==> src/rtl/let_cmd_parser.sv <==
// let_cmd_parser
//
// Parses framed commands from a byte stream:
//   0xAA, 0x55, CMD, LEN_H, LEN_L, LEN payload bytes, CHK
// where CHK = (CMD + LEN_H + LEN_L + sum of payload) mod 256.
//
// Handshake: usb_data_valid_in is a one-cycle strobe that qualifies
// usb_data_in. There is no backpressure, so every strobed byte is consumed on
// the edge that samples it. Every output strobe (payload_valid, frame_ok,
// frame_err) is registered. It appears exactly one clock after the input
// strobe that caused it and lasts one clock.
//
// Payload bytes are streamed before the checksum is known. A consumer should
// commit the streamed data only when frame_ok pulses.
//
// Optional feature: define LET_TIMEOUT_EN to abort a frame after
// TIMEOUT_CYCLES consecutive clocks without a strobe. The abort pulses
// frame_err and returns the parser to IDLE. Without the macro the parser
// waits indefinitely for the next byte.
//
// Ports
//   clk, rst_n          clock, asynchronous active-low reset
//   usb_data_in[7:0]    received byte
//   usb_data_valid_in   byte strobe
//   cmd_out[7:0]        command byte of the current/last frame
//   len_out[15:0]       payload length of the current/last frame
//   payload_data[7:0]   streamed payload byte
//   payload_valid       one-cycle strobe per payload byte
//   payload_index[15:0] 0-based index of payload_data
//   frame_ok            one-cycle pulse, frame complete and checksum matched
//   frame_err           one-cycle pulse, checksum mismatch, over-length or timeout
//   busy                parser is inside a frame (FSM not IDLE)
module let_cmd_parser #(
  parameter int unsigned MAX_LEN        = 1024,
  parameter int unsigned TIMEOUT_CYCLES = 1024
) (
  input  logic        clk,
  input  logic        rst_n,
  input  logic [7:0]  usb_data_in,
  input  logic        usb_data_valid_in,
  output logic [7:0]  cmd_out,
  output logic [15:0] len_out,
  output logic [7:0]  payload_data,
  output logic        payload_valid,
  output logic [15:0] payload_index,
  output logic        frame_ok,
  output logic        frame_err,
  output logic        busy
);

  typedef enum logic [2:0] {
    S_IDLE  = 3'd0,
    S_SOF2  = 3'd1,
    S_CMD   = 3'd2,
    S_LEN_H = 3'd3,
    S_LEN_L = 3'd4,
    S_DATA  = 3'd5,
    S_CHK   = 3'd6
  } state_t;

  state_t      state;
  state_t      state_next;
  logic [7:0]  chk_acc;
  logic [15:0] data_cnt;
  logic        timeout;
  logic        ok_set;
  logic        err_set;
  logic        pay_set;

  // Full length as seen while the LEN_L byte is on the input
  logic [15:0] len_full;
  logic        len_over;
  logic [7:0]  chk_sum;

  assign len_full = {len_out[15:8], usb_data_in};
  assign len_over = 32'(len_full) > MAX_LEN;
  assign chk_sum  = chk_acc + usb_data_in;
  assign busy     = (state != S_IDLE);

`ifdef LET_TIMEOUT_EN
  localparam int TW = $clog2(TIMEOUT_CYCLES + 1);

  logic [TW-1:0] idle_cnt;

  // Fires on the TIMEOUT_CYCLES-th consecutive silent clock inside a frame
  assign timeout = (state != S_IDLE) && !usb_data_valid_in &&
                   (idle_cnt == TW'(TIMEOUT_CYCLES - 1));

  always_ff @(posedge clk or negedge rst_n) begin
    if (!rst_n) begin
      idle_cnt <= '0;
    end else if (state == S_IDLE || usb_data_valid_in || timeout) begin
      idle_cnt <= '0;
    end else begin
      idle_cnt <= idle_cnt + 1'b1;
    end
  end
`else
  assign timeout = 1'b0;

  // TIMEOUT_CYCLES only matters with the timeout feature. This empty block
  // keeps the parameter referenced in the default build.
  if (TIMEOUT_CYCLES == 0) begin : g_timeout_param_unused
  end
`endif

  // Next-state and strobe decode
  always_comb begin
    state_next = state;
    ok_set     = 1'b0;
    err_set    = 1'b0;
    pay_set    = 1'b0;
    if (timeout) begin
      state_next = S_IDLE;
      err_set    = 1'b1;
    end else if (usb_data_valid_in) begin
      case (state)
        S_IDLE: begin
          if (usb_data_in == 8'hAA) state_next = S_SOF2;
        end
        S_SOF2: begin
          if (usb_data_in == 8'h55)      state_next = S_CMD;
          else if (usb_data_in == 8'hAA) state_next = S_SOF2;
          else                           state_next = S_IDLE;
        end
        S_CMD:   state_next = S_LEN_H;
        S_LEN_H: state_next = S_LEN_L;
        S_LEN_L: begin
          if (len_full == 16'd0) begin
            state_next = S_CHK;
          end else if (len_over) begin
            state_next = S_IDLE;
            err_set    = 1'b1;
          end else begin
            state_next = S_DATA;
          end
        end
        S_DATA: begin
          pay_set = 1'b1;
          if (data_cnt == len_out - 16'd1) state_next = S_CHK;
        end
        S_CHK: begin
          state_next = S_IDLE;
          if (usb_data_in == chk_acc) ok_set  = 1'b1;
          else                        err_set = 1'b1;
        end
        default: state_next = S_IDLE;
      endcase
    end
  end

  always_ff @(posedge clk or negedge rst_n) begin
    if (!rst_n) begin
      state <= S_IDLE;
    end else begin
      state <= state_next;
    end
  end

  // Datapath: header latches, checksum accumulator, payload stream
  always_ff @(posedge clk or negedge rst_n) begin
    if (!rst_n) begin
      cmd_out       <= 8'd0;
      len_out       <= 16'd0;
      payload_data  <= 8'd0;
      payload_index <= 16'd0;
      payload_valid <= 1'b0;
      frame_ok      <= 1'b0;
      frame_err     <= 1'b0;
      chk_acc       <= 8'd0;
      data_cnt      <= 16'd0;
    end else begin
      payload_valid <= pay_set;
      frame_ok      <= ok_set;
      frame_err     <= err_set;
      if (usb_data_valid_in) begin
        case (state)
          S_CMD: begin
            cmd_out <= usb_data_in;
            chk_acc <= usb_data_in;
          end
          S_LEN_H: begin
            len_out[15:8] <= usb_data_in;
            chk_acc       <= chk_sum;
          end
          S_LEN_L: begin
            len_out[7:0] <= usb_data_in;
            chk_acc      <= chk_sum;
            data_cnt     <= 16'd0;
          end
          S_DATA: begin
            payload_data  <= usb_data_in;
            payload_index <= data_cnt;
            data_cnt      <= data_cnt + 16'd1;
            chk_acc       <= chk_sum;
          end
          default: ;
        endcase
      end
    end
  end

endmodule

==> config.mk <==
export PLATFORM = sky130hd
export DESIGN_NAME = let_cmd_parser
export DESIGN_NICKNAME = d
export VERILOG_FILES = /design/src/rtl/let_cmd_parser.sv
export SDC_FILE = /design/constraint.sdc
export NUM_CORES = 1
export LEC_CHECK = 0
export ABC_AREA = 1
export BUFFER_PORTS_ARGS = -buffer_cell sky130_fd_sc_hd__buf_4
export CORE_ASPECT_RATIO = 0.7
export CORE_UTILIZATION = 40
export DETAILED_ROUTE_END_ITERATION = 10
export HOLD_SLACK_MARGIN = 0.08
export SLEW_MARGIN = 10
export SYNTH_ARGS = -nofsm -noshare
export SYNTH_HDL_FRONTEND = slang
export SYNTH_SLANG_ARGS = --single-unit
export TNS_END_PERCENT = 10
==> constraint.sdc <==
create_clock -name clk -period 2.05 [get_ports clk]
set_input_delay 0.205 -clock clk [delete_from_list [all_inputs] [get_ports clk]]
set_output_delay 0.205 -clock clk [all_outputs]
set_load 0.005 [all_outputs]
; After elaboration in Yosys (flattened, before gate mapping)
; Index checks and enable logic that the tools add are counted.
[word_totals]
regBits = 78
in_bits = 11
output_inout_bits = 52
wordCells = 59
[classes]
addsub = 3
n_lt_le_gt_ge = 1
eq_ne = 12
muxes = 19
n_reduce_logical = 13
[ops]
columns = operator, count
row1 = 16-bit case mux with 2 select lines, 1
row2 = 3-bit case mux with 6 select lines, 1
row3 = 16-bit by 1-bit adder with 16-bit output (second input constant), 1
row4 = 16-bit == test, 1
row5 = 16-bit by 11-bit greater-than comparator with 1-bit output (second input constant), 1
row6 = 16-bit zero test, 1
row7 = 8-bit case mux with 2 select lines, 1
row8 = 16-bit by 1-bit subtractor with 16-bit output (second input constant), 1
row9 = 3-bit 2-to-1 mux, 4
row10 = 2-bit AND reduction, 6
row11 = 1-bit 2-to-1 mux, 10
row12 = 3-bit == test (second input constant), 3
row13 = 8-bit adder, 1
row14 = 8-bit by 7-bit == test with 1-bit output (second input constant), 1
row15 = 8-bit == test, 1
row16 = 8-bit == test (second input constant), 1
row17 = 3-bit by 2-bit == test with 1-bit output (second input constant), 2
row18 = 2-bit inequality test (second input constant), 2
row19 = 2-bit nonzero test, 2
row20 = 3-bit by 1-bit == test with 1-bit output (second input constant), 1
row21 = 3-bit zero test, 1
row22 = 3-bit AND reduction, 1
row23 = 3-bit nonzero test, 1
row24 = 3-bit OR reduction, 1
row25 = 2 further kinds, 2

; Longest topological paths before layout
; Gate-level depths: netlist of the first run.
[depth]
word_depth = 5
mapped_depth = 16
ltp_nobuf = 16

; Least setup slack after synthesis of the first run
; No wires, ideal clock.
[synth_timing]
kind = register -> register
start = register chk_acc[0]
end = register chk_acc[6]
setup_ns = 0.123
t_arrival_ns = 1.651
path_slack_ns = 0.276
stages_incl_launch_ff = 10
path_buffers = 0
period_less_slack_ns = 1.774
path_cell_list = dfrtp_1 ha_1 inv_1 fa_1 o21ai_0 a21o_1 a21oi_1 xnor2_1 o21ai_0 nand2_1
[synth_via]
elab_chain_len = 2
[synth_rtl]
columns = element, line
row1 = from (decl), 63  ; logic [7:0] chk_acc;
row2 = from (signal assigned), 180  ; chk_acc <= usb_data_in;
row3 = from (signal assigned), 184  ; chk_acc <= chk_sum;
row4 = from (signal assigned), 188  ; chk_acc <= chk_sum;
row5 = 8-bit adder, 77  ; assign chk_sum = chk_acc + usb_data_in;
row6 = 8-bit case mux with 2 select lines, 177  ; case (state)
; No other way between the ends.
; A chain may end at the register's enable or synchronous reset.

; Worst setup path after layout of the first run
[layout_timing]
start = register len_out[0]
end = register state[1]
[layout_via]
elab_chain_len = 4
[layout_rtl]
columns = element, line
row1 = from (decl), 42  ; output logic [15:0] len_out,
row2 = from (signal assigned), 187  ; len_out[7:0] <= usb_data_in;
row3 = 16-bit by 1-bit subtractor with 16-bit output, 140  ; if (data_cnt == len_out - 16'd1) state_next = S_CHK;
row4 = 16-bit == test, 140
row5 = 2-bit inequality test (no line), n/a
row6 = 3-bit AND reduction (no line), n/a
row7 = to (signal assigned), 156  ; state <= state_next;
row8 = to (decl), 61  ; state_t state;
; No other way between the ends.

==> implementation parameters, run 1 <==
Parameter                              Value

Routing
  Final antenna-violating net count ... 0
  Vias per inst ... ~5.1
  Number of remaining DRC errors ... 0
  Drt first-iter violations ... about 240
  Aggregate routed wire length ... around 12 mm
  Number of detailed-routing iterations run before antenna repair ... 5
  Vias after detailed routing ... between 3k and 4k
  Final routed wire length divided by cell count ... roughly 15 um

Critical path
  Biggest cell delay along the critical path ... between 0.4 and 0.5 ns
  Setup slack of the most critical reg-to-reg path ... about 0.12 ns
  Number of cells traversed by the worst register-to-register path ... 15
  Number of buffer and inverter stages on the critical path ... 2
  Critical path's top delay family ... simple AND/OR/NAND/NOR gates
  Startpoint kind of the worst setup timing path ... flip-flop
  Capturing element type of the critical path ... flip-flop
  Required time at the endpoint of the critical path ... 2.28 ns
  Most repeated library cell on the critical path ... sky130_fd_sc_hd__nand2_1
  Cell with the biggest individual delay on the critical path ... sky130_fd_sc_hd__dfrtp_2
  Max FO, Critical Path ... 5
  Crit-path cells ... inv_4 -> buf_4 -> nand2_2 -> nor2_4 -> nand2_1 -> nand2_1 -> nand2_1 -> nor2_1 -> nand2_1 -> nor2_1 -> nand2_1 -> nand2_2 -> nand3_2 -> nand2_1 -> nand2_1
  Number of stages on the worst setup path ... 15
  Critical path type ... reg2reg
  CP arrival ... between 2 and 2.5 ns

Finish
  Final core area utilization ... 0.509
  Fill cells ... about 980
  Final standard cell count with taps included and fillers excluded ... about 750
  Number of diodes ... 0
  Layout cells sized above 1 ... 0.206
  Fin nets ... approximately 640
  Area taken by multi-input logic gates ... 2080 um^2
  Most common cell after layout, fill and taps aside ... sky130_fd_sc_hd__nand2_1
  Most frequent cells in the layout ... 151 x sky130_fd_sc_hd__nand2_1, 73 x sky130_fd_sc_hd__buf_4, 72 x sky130_fd_sc_hd__dfrtp_1, 64 x sky130_fd_sc_hd__o21ai_0, 58 x sky130_fd_sc_hd__inv_1
  Register area ... 1960 um^2
  Synthesis-to-finish area growth ... 23.4%
  Finished Cell Area ... between 5000 and 6000 um^2

Power
  Power after layout ... approximately 4.3 mW
  Part of the total power dissipated in sequential elements ... 0.419
  Max rail drop VDD ... slightly below 0.0004 V
  Switching Share ... 0.304
  Clock power frac ... 0.368
  Logic pwr share ... 0.212
  Pwr Density ... 814 nW/um^2
  Cell Int Power ... 3.00 mW
  Static Leakage ... roughly 2.6 nW
  Net load switching power ... between 1 and 1.5 mW

CTS
  Worst skew pair latency ... around 0.34 ns
  Clk Tree Root Cell ... sky130_fd_sc_hd__clkbuf_16
  Clock transition at path regs ... ~0.06 ns
  H-tree depth ... 3
  Count of clock tree sinks ... between 70 and 80
  Num CTS Buffers ... 9
  Clock buffer depth ... 2
  CTS tree ... yes

Placement
  Global placement routability congestion ... approximately 0.88
  Post-detailed-placement cell area ... slightly below 5000 um^2
  Placed cells ... 733
  Count of input and output buffers ... 62
  Worst slack at placement ... ~0.10 ns
  Half-perimeter wire length after detailed placement ... approximately 8.5 mm

STA
  Post-Route Setup TNS ... 0 ns
  Post-layout worst setup margin ... 0.121 ns
  Final clock skew ... roughly 0.0054 ns
  Clock period minus worst slack ... about 1.9 ns
  Count of final setup violators ... 0
  Hold Worst Slack ... 0.138 ns
  Final hold violation count ... 0
  Slew margin rel. ... 0.489
  Final count of pins violating max slew ... 0
  Measured slew at the worst slew-check pin ... around 0.77 ns
  Share of the cycle needed by the critical path after routing ... 0.941
  Top achievable clock speed ... between 500 and 600 MHz

Die
  Number of rows created at floorplan ... 31
  Initial standard-cell utilization of the core ... 0.412
  Top Ports ... 63
  Core Area ... 10400 um^2
  Die Y ... just under 90 um
  Die Span X ... around 130 um
  Die ar. ... 11100 um^2

Yosys
  Proportion of netlist area held by the largest area contributor ... 0.456
  Post-synth cell types ... 37
  Post-Syn Instances ... 544
  Synthesis Warnings ... 0
  Share of async-settable or async-resettable flops after synthesis ... 1.00
  Number of flip-flops and latches in the synthesized netlist ... 78
  Share of synthesized area occupied by flip-flops and latches ... 0.456
  Top_reg_cell synth ... sky130_fd_sc_hd__dfrtp_1
  Post-Synthesis Cell Area ... around 4300 um^2
  Post-synth top area cell ... sky130_fd_sc_hd__dfrtp_1
  EDFF count, synth ... 0
  Top cells by area, synth ... sky130_fd_sc_hd__dfrtp_1 46%, sky130_fd_sc_hd__nand2_1 13%, sky130_fd_sc_hd__o21ai_0 7.6%
  Number of nets in the synthesized netlist ... roughly 570
  Synthesized area per cell ... roughly 7.9 um^2

GRT
  Pin count of the biggest net entering global routing ... 58
  Vias in the first global route ... 3542
  Number of antenna violations at the first check in global routing ... 0
  Leftover overflow at the end of global routing ... 0
  Global Route Usage Sum ... 0.220
  Global-route wire length before repair ... 18.7 mm

Outcome
  Result of the run ... finished clean

Hold path
  Min-Delay Path Class ... in2reg
  Hold path depth ... 3

Job
  Max-cap check violation count ... 0
-- state kept, by name (all words and copies together) (netlist names) --
| signal | flops |
|---|---|
| data_cnt | 16 |
| len_out | 16 |
| payload_index | 16 |
| chk_acc | 8 |
| cmd_out | 8 |
| payload_data | 8 |
| state | 3 |
| frame_err | 1 |
| frame_ok | 1 |
| payload_valid | 1 |
-- layout make-up --
| cell class | count | share of cell area |
|---|---|---|
| multi-input combinational | 391 | 0.393 |
| sequential | 78 | 0.371 |
| timing repair buffer | 74 | 0.106 |
| inverter | 62 | 0.0445 |
| clock buffer | 10 | 0.0433 |
| tap | 132 | 0.0312 |
| clock inverter | 6 | 0.0116 |
-- cell families (layout without fill, tap and decap cells) --
logic type	after synthesis	after routing	share of synthesized area
compound gates	100	100	0.123
flops	78	78	0.456
simple gates	257	257	0.274
fa+ha+maj	10	10	0.0310
buf+inv	75	152	0.0675
xor+xnor	23	23	0.0470
mux	1	1	0.00234
-- power groups by stage --
stage | logic [mW] | clock network (mW) | registers [mW]
2_1_floorplan | 0.572 | 0 | 1.80
3_3_place_gp | 0.866 | 0 | 1.82
3_5_place_dp | 0.886 | 0 | 1.83
4_1_cts | 0.893 | 1.62 | 1.80
5_1_grt | 1.03 | 1.68 | 1.82
6_report | 0.915 | 1.59 | 1.81
-- what timing repair did --
action,in CTS,in global routing
hold endpoints to repair,55,0
buffers inserted,0,3
hold buffers,1,0
setup endpoints to repair,0,6
resized for setup,0,17
-- final timing paths --
path,from,end
min in group asynchronous,rst_n,chk_acc[3]$_DFFE_PN0P_
max,len_out[0]$_DFFE_PN0P_,state[1]$_DFFE_PN0P_
min reg2reg,payload_index[3]$_DFFE_PN0P_,payload_index[3]$_DFFE_PN0P_
max in group asynchronous,rst_n,payload_data[7]$_DFFE_PN0P_
min,usb_data_in[7],len_out[7]$_DFFE_PN0P_
max reg2reg,len_out[0]$_DFFE_PN0P_,state[1]$_DFFE_PN0P_
-- worst reg2reg max path, delay by kind of cell, from the launching register on --
family,cells,cell delay (ns)
flip-flops,1,0.44
buffers and inverters,2,0.21
AND/OR/NAND/NOR,13,1.18
-- metal layers --
layer / wire, um / up-vias / global-route usage
li1: - / 1908 / -
met1: 5780 / 1832 / 0.319
met2: 4790 / 119 / 0.320
met3: 863 / 14 / 0.0599
met4: 105 / 0 / 0.0687
met5: 0 / - / 0
-- cell usage after synthesis (all sizes together), types with 9 or more instances --
| cell type | count |
|---|---|
| o21ai | 76 |
| xor2 | 11 |
| clkbuf | 9 |
| a21oi | 11 |
| nor3 | 12 |
| nand3 | 23 |
| dfrtp | 78 |
| nor2 | 47 |
| nand2 | 156 |
| xnor2 | 12 |
| inv | 62 |
| ha | 9 |
(Power assumes the default switching activity.)
==> run 2: changes to the inputs <==
--- a/config.mk
+++ b/config.mk
@@ -12,4 +12,5 @@
 export DETAILED_ROUTE_END_ITERATION = 10
 export HOLD_SLACK_MARGIN = 0.08
+export MAX_ROUTING_LAYER = met4
 export SLEW_MARGIN = 10
 export SYNTH_ARGS = -nofsm -noshare
==> constraint.sdc (replaced) <==
create_clock -name clk -period 2.05 [get_ports clk]
set_input_delay 0.3075 -clock clk [delete_from_list [all_inputs] [get_ports clk]]
set_output_delay 0.3075 -clock clk [all_outputs]
set_load 0.005 [all_outputs]
==> run 2 against run 1 <==
  * Maximum frequency rose by 1.1%
  * Clock power rose by 11%
  * Flip-flop and latch count did not move
  * Global-route usage rose by 0.89 points
  * Cell count fell by 0.27%
  * Power rose by 4.5%
  * Die area did not move
  * Sequential power barely moved
  * Largest cell class unchanged
==> implementation parameters, run 2 (synthesis gave the netlist of run 1 again) <==
Parameter                              Value

CTS
  CTS tree ... yes
  Num CTS Buffers ... 9 (unchanged)
  Clk Tree Root Cell ... sky130_fd_sc_hd__clkbuf_16
  Clock transition at path regs ... 0.06 ns (about the same)
  Buffers inserted by post-CTS timing repair ... 0 (unchanged)
  Clock buffer depth ... 2 (unchanged)
  Worst skew pair latency ... 0.33 ns (about the same)
  H-tree depth ... 3 (unchanged)
  Count of clock tree sinks ... 78 (unchanged)

STA
  Slew margin rel. ... 0.654 (+0.165)
  Final hold violation count ... 0 (unchanged)
  Clock period minus worst slack ... 1.91 ns (-0.0208 ns)
  Final clock skew ... 0.00640 ns (+0.000952 ns)
  Post-Route Setup TNS ... 0 ns (unchanged)
  Top achievable clock speed ... 524 MHz (+1.1%)
  Hold Worst Slack ... 0.232 ns (+0.0934 ns)
  Count of final setup violators ... 0 (unchanged)
  Share of the cycle needed by the critical path after routing ... 0.931 (-0.0101)
  Unrepaired setup endpoints after global routing ... true
  Final count of pins violating max slew ... 0 (unchanged)
  Post-layout worst setup margin ... 0.142 ns (+0.0208 ns)
  Measured slew at the worst slew-check pin ... 0.519 ns (-0.247 ns)

Power
  Logic pwr share ... 0.204 (-0.008)
  Clock power frac ... 0.393 (+0.025)
  Net load switching power ... 1.30 mW (-0.25%)
  Switching Share ... 0.290 (-0.0137)
  Cell Int Power ... 3.19 mW (+6.5%)
  Max rail drop VDD ... 0.000439 V (+13%)
  Power after layout ... 4.50 mW (+4.5%)
  Pwr Density ... 847 nW/um^2 (+4.0%)
  Part of the total power dissipated in sequential elements ... 0.403 (-0.016)
  Static Leakage ... 2.61 nW (+0.61%)

Routing
  Final antenna-violating net count ... 0 (unchanged)
  Final routed wire length divided by cell count ... 15.3 um (about the same)
  Aggregate routed wire length ... 11.5 mm (-0.32%)
  Vias after detailed routing ... 3850 (-0.59%)
  Number of remaining DRC errors ... 0 (unchanged)
  Vias per inst ... 5.13 (-0.33%)
  Number of detailed-routing iterations run before antenna repair ... 5 (unchanged)
  Drt first-iter violations ... 246 (+3.4%)

Outcome
  Result of the run ... finished clean

Finish
  Most frequent cells in the layout ... 151 x sky130_fd_sc_hd__nand2_1, 75 x sky130_fd_sc_hd__dfrtp_1, 70 x sky130_fd_sc_hd__buf_4, 64 x sky130_fd_sc_hd__o21ai_0, 58 x sky130_fd_sc_hd__inv_1
  Fin nets ... 635 (-0.31%)
  Registers with the most flip-flops ... data_cnt x16, len_out x16, payload_index x16
  Synthesis-to-finish area growth ... 23.9%
  Number of diodes ... 0 (unchanged)
  Layout cells sized above 1 ... 0.199 (-0.00741)
  Most common cell after layout, fill and taps aside ... sky130_fd_sc_hd__nand2_1

Die
  Top Ports ... 63 (unchanged)
  Die Span X ... 126 um (unchanged)
  Core Area ... 10400 um^2 (unchanged)
  Die Y ... 88.6 um (unchanged)
  Die ar. ... 11100 um^2 (unchanged)
  Initial standard-cell utilization of the core ... 0.412 (unchanged)
  Number of rows created at floorplan ... 31 (unchanged)

GRT
  Vias in the first global route ... 3501 (-1.2%)
  Leftover overflow at the end of global routing ... 0 (unchanged)
  Global-route wire length before repair ... 18.8 mm (+0.44%)
  Number of antenna violations at the first check in global routing ... 0 (unchanged)
  Pin count of the biggest net entering global routing ... 41 (-29%)
  Global Route Usage Sum ... 0.229 (+0.00894)

Hold path
  Min-Delay Path Class ... in2reg
  Startpoint of the lowest-slack hold path ... usb_data_in[7]

Placement
  Worst slack at placement ... 0.0499 ns (-0.0534 ns)
  Global placement routability congestion ... 0.929 (+6.2%)
  Half-perimeter wire length after detailed placement ... 8.67 mm (+1.6%)
  Count of input and output buffers ... 62 (unchanged)

Critical path
  Capturing element type of the critical path ... flip-flop
  Number of buffer and inverter stages on the critical path ... 2 (unchanged)
  Cell with the biggest individual delay on the critical path ... sky130_fd_sc_hd__dfrtp_1
  Startpoint of the worst-slack reg-to-reg timing path ... len_out[1]$_DFFE_PN0P_
  Critical path type ... reg2reg
  Biggest cell delay along the critical path ... 0.43 ns (about the same)
  Critical path's top delay family ... simple AND/OR/NAND/NOR gates
  Crit-path cells ... inv_2 -> ha_2 -> nand2_4 -> nor2_4 -> nand3b_1 -> nand2_1 -> inv_1 -> nor2_1 -> nand2_1 -> nor2_1 -> nand2_1 -> nand2_2 -> nand3_2 -> nand2_1 -> nand2_1
  Startpoint kind of the worst setup timing path ... flip-flop
  CP arrival ... 2.13 ns (-0.03 ns)
  Max FO, Critical Path ... 5 (unchanged)
  Most repeated library cell on the critical path ... sky130_fd_sc_hd__nand2_1
  CP Launch Point ... len_out[1]$_DFFE_PN0P_
  Required time at the endpoint of the critical path ... 2.27 ns (about the same)

Job
  Max-cap check violation count ... 0 (unchanged)
run 2: worst min-delay path, delay by kind of cell:
family,cells,cell delay (ns)
buffers and inverters,1,0.11
AND/OR/NAND/NOR,1,0.05
AO/OA/AOI/OAI,1,0.05
run 2: final cells by class:
cell class	instances	area (um^2)
fill	1030	5080
multi-input combinational	391	2070
sequential	78	1960
timing repair buffer	72	556
clock buffer	11	253
inverter	62	233
tap	132	165
clock inverter	5	81.3
run 2: power groups by stage:
stage / Combinational, mW / Sequential (mW) / Clock, mW
2_1_floorplan: 0.572 / 1.80 / 0
3_3_place_gp: 0.882 / 1.83 / 0
3_5_place_dp: 0.901 / 1.83 / 0
4_1_cts: 0.905 / 1.81 / 1.80
5_1_grt: 1.04 / 1.83 / 1.86
6_report: 0.918 / 1.81 / 1.77
run 2: final timing paths:
path / end / slack (ns) / cells after the start
worst max-delay path: state[1]$_DFFE_PN0P_ / 0.14 / 15
worst min-delay path: len_out[7]$_DFFE_PN0P_ / 0.23 / 3
worst max register to register: state[1]$_DFFE_PN0P_ / 0.14 / 15
worst min register to register: payload_index[10]$_DFFE_PN0P_ / 0.49 / 2
max in group asynchronous: len_out[8]$_DFFE_PN0P_ / 0.96 / 3
min in group asynchronous: chk_acc[2]$_DFFE_PN0P_ / 0.49 / 2
run 2: timing repair:
action	4_1_cts	5_1_grt
setup endpoints to repair	0	5
hold buffers	1	0
gates resized for setup	0	11
hold endpoints to repair	38	0
run 2: routing by layer:
| layer | vias up | wire (um) | track usage |
|---|---|---|---|
| met3 | 8 | 769 | 0.0556 |
| met5 | - | 0 | - |
| li1 | 1914 | - | - |
| met2 | 120 | 4580 | 0.304 |
| met1 | 1808 | 6060 | 0.344 |
| met4 | 0 | 98 | 0.0499 |
run 2: stage by stage:
step / area (um^2) / std cells / utilization
floorplan: 4280 / 544 / -
global placement: 4940 / 734 / 0.475
detailed placement: 4940 / 734 / 0.475
CTS: 5280 / 751 / 0.508
global route: 5310 / 751 / 0.511
finish: 5310 / 751 / 0.511
==> run 3: changes to the inputs <==
Settings changed: CORE_ASPECT_RATIO 0.7 to 1.25.
==> run 3 against run 2 <==
  * Routed wire length down 4.7%
  * Clock-buffer cell count decreased by 2
  * Flip-flop and latch count did not move
  * Sequential power hardly changed
  * First-iteration DRC count is 30% lower
  * Critical path type unchanged
==> implementation parameters, run 3 (synthesis gave the netlist of run 1 again) <==
Parameter                              Value

Finish
  Fin nets ... 635 (unchanged)
  Layout cells sized above 1 ... 0.204 (+0.00485)
  Most common cell after layout, fill and taps aside ... sky130_fd_sc_hd__nand2_1
  Registers with the most flip-flops ... data_cnt x16, len_out x16, payload_index x16
  Final standard cell count with taps included and fillers excluded ... 748 (-0.40%)
  Most frequent cells in the layout ... 150 x sky130_fd_sc_hd__nand2_1, 76 x sky130_fd_sc_hd__dfrtp_1, 70 x sky130_fd_sc_hd__buf_4, 64 x sky130_fd_sc_hd__o21ai_0, 58 x sky130_fd_sc_hd__inv_1
  Synthesis-to-finish area growth ... 24.5%
  Fill cells ... 993 (-3.6%)
  Number of diodes ... 0 (unchanged)

Critical path
  Max FO, Critical Path ... 7 (+2)
  CP arrival ... 2.14 ns (about the same)
  Required time at the endpoint of the critical path ... 2.28 ns (about the same)
  Capturing element type of the critical path ... flip-flop
  Startpoint kind of the worst setup timing path ... flip-flop
  Critical path type ... reg2reg

Power
  Static Leakage ... 2.63 nW (+0.50%)
  Max rail drop VDD ... 0.000674 V (+54%)
  Pwr Density ... 851 nW/um^2 (+0.49%)
  Power after layout ... 4.54 mW (+0.96%)

Hold path
  Min-Delay Path Class ... in2reg

Placement
  Half-perimeter wire length after detailed placement ... 8.17 mm (-5.8%)
  Placed cells ... 729 (-0.68%)
  Global placement routability congestion ... 0.901 (-3.1%)
  Count of input and output buffers ... 62 (unchanged)
  Worst slack at placement ... 0.0479 ns (-0.00206 ns)

GRT
  Vias in the first global route ... 3662 (+4.6%)
  Global-route wire length before repair ... 18.1 mm (-3.3%)
  Global Route Usage Sum ... 0.215 (-0.0139)
  Leftover overflow at the end of global routing ... 0 (unchanged)
  Number of antenna violations at the first check in global routing ... 0 (unchanged)
  Pin count of the biggest net entering global routing ... 45 (+9.8%)

CTS
  Clk Tree Root Cell ... sky130_fd_sc_hd__clkbuf_16
  Num CTS Buffers ... 9 (unchanged)
  CTS tree ... yes
  Count of clock tree sinks ... 78 (unchanged)
  Clock buffer depth ... 2 (unchanged)
  H-tree depth ... 3 (unchanged)
  Clock transition at path regs ... 0.06 ns (about the same)
  Worst skew pair latency ... 0.34 ns (about the same)

Outcome
  Result of the run ... finished clean

Routing
  Number of detailed-routing iterations run before antenna repair ... 5 (unchanged)
  Vias per inst ... 5.09 (-0.62%)
  Number of remaining DRC errors ... 0 (unchanged)
  Aggregate routed wire length ... 11.0 mm (-4.7%)
  Final routed wire length divided by cell count ... 14.7 um (-4.3%)
  Drt first-iter violations ... 172 (-30%)
  Final antenna-violating net count ... 0 (unchanged)
  Vias after detailed routing ... 3811 (-1.0%)

Die
  Top Ports ... 63 (unchanged)
  Initial standard-cell utilization of the core ... 0.418 (+0.00543)
  Core Area ... 10300 um^2 (-1.3%)
  Number of rows created at floorplan ... 41 (+32%)
  Die ar. ... 11100 um^2 (about the same)
  Die Y ... 118 um (+33%)
  Die Span X ... 94.6 um (-25%)

STA
  Clock period minus worst slack ... 1.91 ns (+0.00306 ns)
  Measured slew at the worst slew-check pin ... 0.460 ns (-0.0598 ns)
  Final count of pins violating max slew ... 0 (unchanged)
  Post-Route Setup TNS ... 0 ns (unchanged)
  Share of the cycle needed by the critical path after routing ... 0.932 (+0.00149)
  Unrepaired setup endpoints after global routing ... true
  Final clock skew ... 0.00790 ns (+0.00150 ns)
  Final hold violation count ... 0 (unchanged)
  Top achievable clock speed ... 523 MHz (-0.16%)
  Count of final setup violators ... 0 (unchanged)
  Slew margin rel. ... 0.691 (+0.0371)
  Post-layout worst setup margin ... 0.139 ns (-0.00306 ns)

Job
  Max-cap check violation count ... 0 (unchanged)
## run 3: changes by cell type in the layout (fill, tap and decap cells not counted), sizes merged
cell and change:
clkbuf -2, bufinv +1, clkinv +1, clkinvlp -1, inv +1
## run 3: final timing paths
path,endpoint,depth (start not counted),slack [ns],start
worst min register to register,payload_index[1]$_DFFE_PN0P_,2,0.48,payload_index[1]$_DFFE_PN0P_
worst max-delay path,state[1]$_DFFE_PN0P_,14,0.14,len_out[7]$_DFFE_PN0P_
min in group asynchronous,payload_index[12]$_DFFE_PN0P_,2,0.47,rst_n
max in group asynchronous,len_out[2]$_DFFE_PN0P_,3,0.98,rst_n
worst min-delay path,len_out[3]$_DFFE_PN0P_,3,0.24,usb_data_in[3]
worst max register to register,state[1]$_DFFE_PN0P_,14,0.14,len_out[7]$_DFFE_PN0P_
## run 3: final cells by class
type                            instances  area, um^2  area share
Inverter                               62         233      0.0436
Sequential cell                        78        1950       0.366
Timing Repair Buffer                   72         556       0.104
Multi-Input combinational cell        391        2080       0.391
Clock buffer                            9         225      0.0422
Tap cell                              129         161      0.0303
Clock inverter                          7         121      0.0227
## run 3: worst max-delay path: stages, from the launching register on
cell                      delay (ns)
sky130_fd_sc_hd__dfrtp_1        0.49
sky130_fd_sc_hd__nor2_1         0.18
sky130_fd_sc_hd__nand2_1        0.12
sky130_fd_sc_hd__nor2_1         0.13
sky130_fd_sc_hd__nand2_1        0.07
sky130_fd_sc_hd__nand2_1        0.05
sky130_fd_sc_hd__nand2_1        0.07
sky130_fd_sc_hd__nor2_1         0.11
sky130_fd_sc_hd__nand2_1        0.08
sky130_fd_sc_hd__nor2_2         0.13
sky130_fd_sc_hd__nand2_2        0.08
sky130_fd_sc_hd__nand2_4        0.09
sky130_fd_sc_hd__nand3_2        0.07
sky130_fd_sc_hd__nand2_1        0.07
sky130_fd_sc_hd__nand2_1        0.05
## run 3: metrics by stage
step | hold WS [ns] | cell area [um^2] | utilization
after CTS | 0.241 | 5280 | 0.514
final | 0.238 | 5340 | 0.520
after global routing | 0.268 | 5340 | 0.520
after detailed placement | 0.296 | 4920 | 0.480
after global placement | 0.293 | 4920 | 0.480
after floorplan | 0.0119 | 4280 | -
## run 3: per-layer routing
| metal | global-route usage | up-vias | part of all wire |
|---|---|---|---|
| met5 | - | - | 0 |
| met3 | 0.0407 | 16 | 0.039 |
| met4 | 0.0720 | 0 | 0.018 |
| met1 | 0.266 | 1805 | 0.44 |
| li1 | - | 1905 | - |
| met2 | 0.351 | 85 | 0.50 |
## run 3: report_power, final
part / internal, mW / leakage, nW / switching [mW] / total (mW)
logic: 0.387 / 1.47 / 0.516 / 0.903
registers: 1.67 / 0.988 / 0.136 / 1.80
clock network: 1.20 / 0.170 / 0.638 / 1.83
total: 3.25 / 2.63 / 1.29 / 4.54
## run 3: what timing repair did
item | CTS | global route
hold buffers | 1 | 0
setup endpoints to repair | 0 | 5
hold endpoints to repair | 34 | 0
setup buffers | 0 | 2
gates resized for setup | 0 | 14
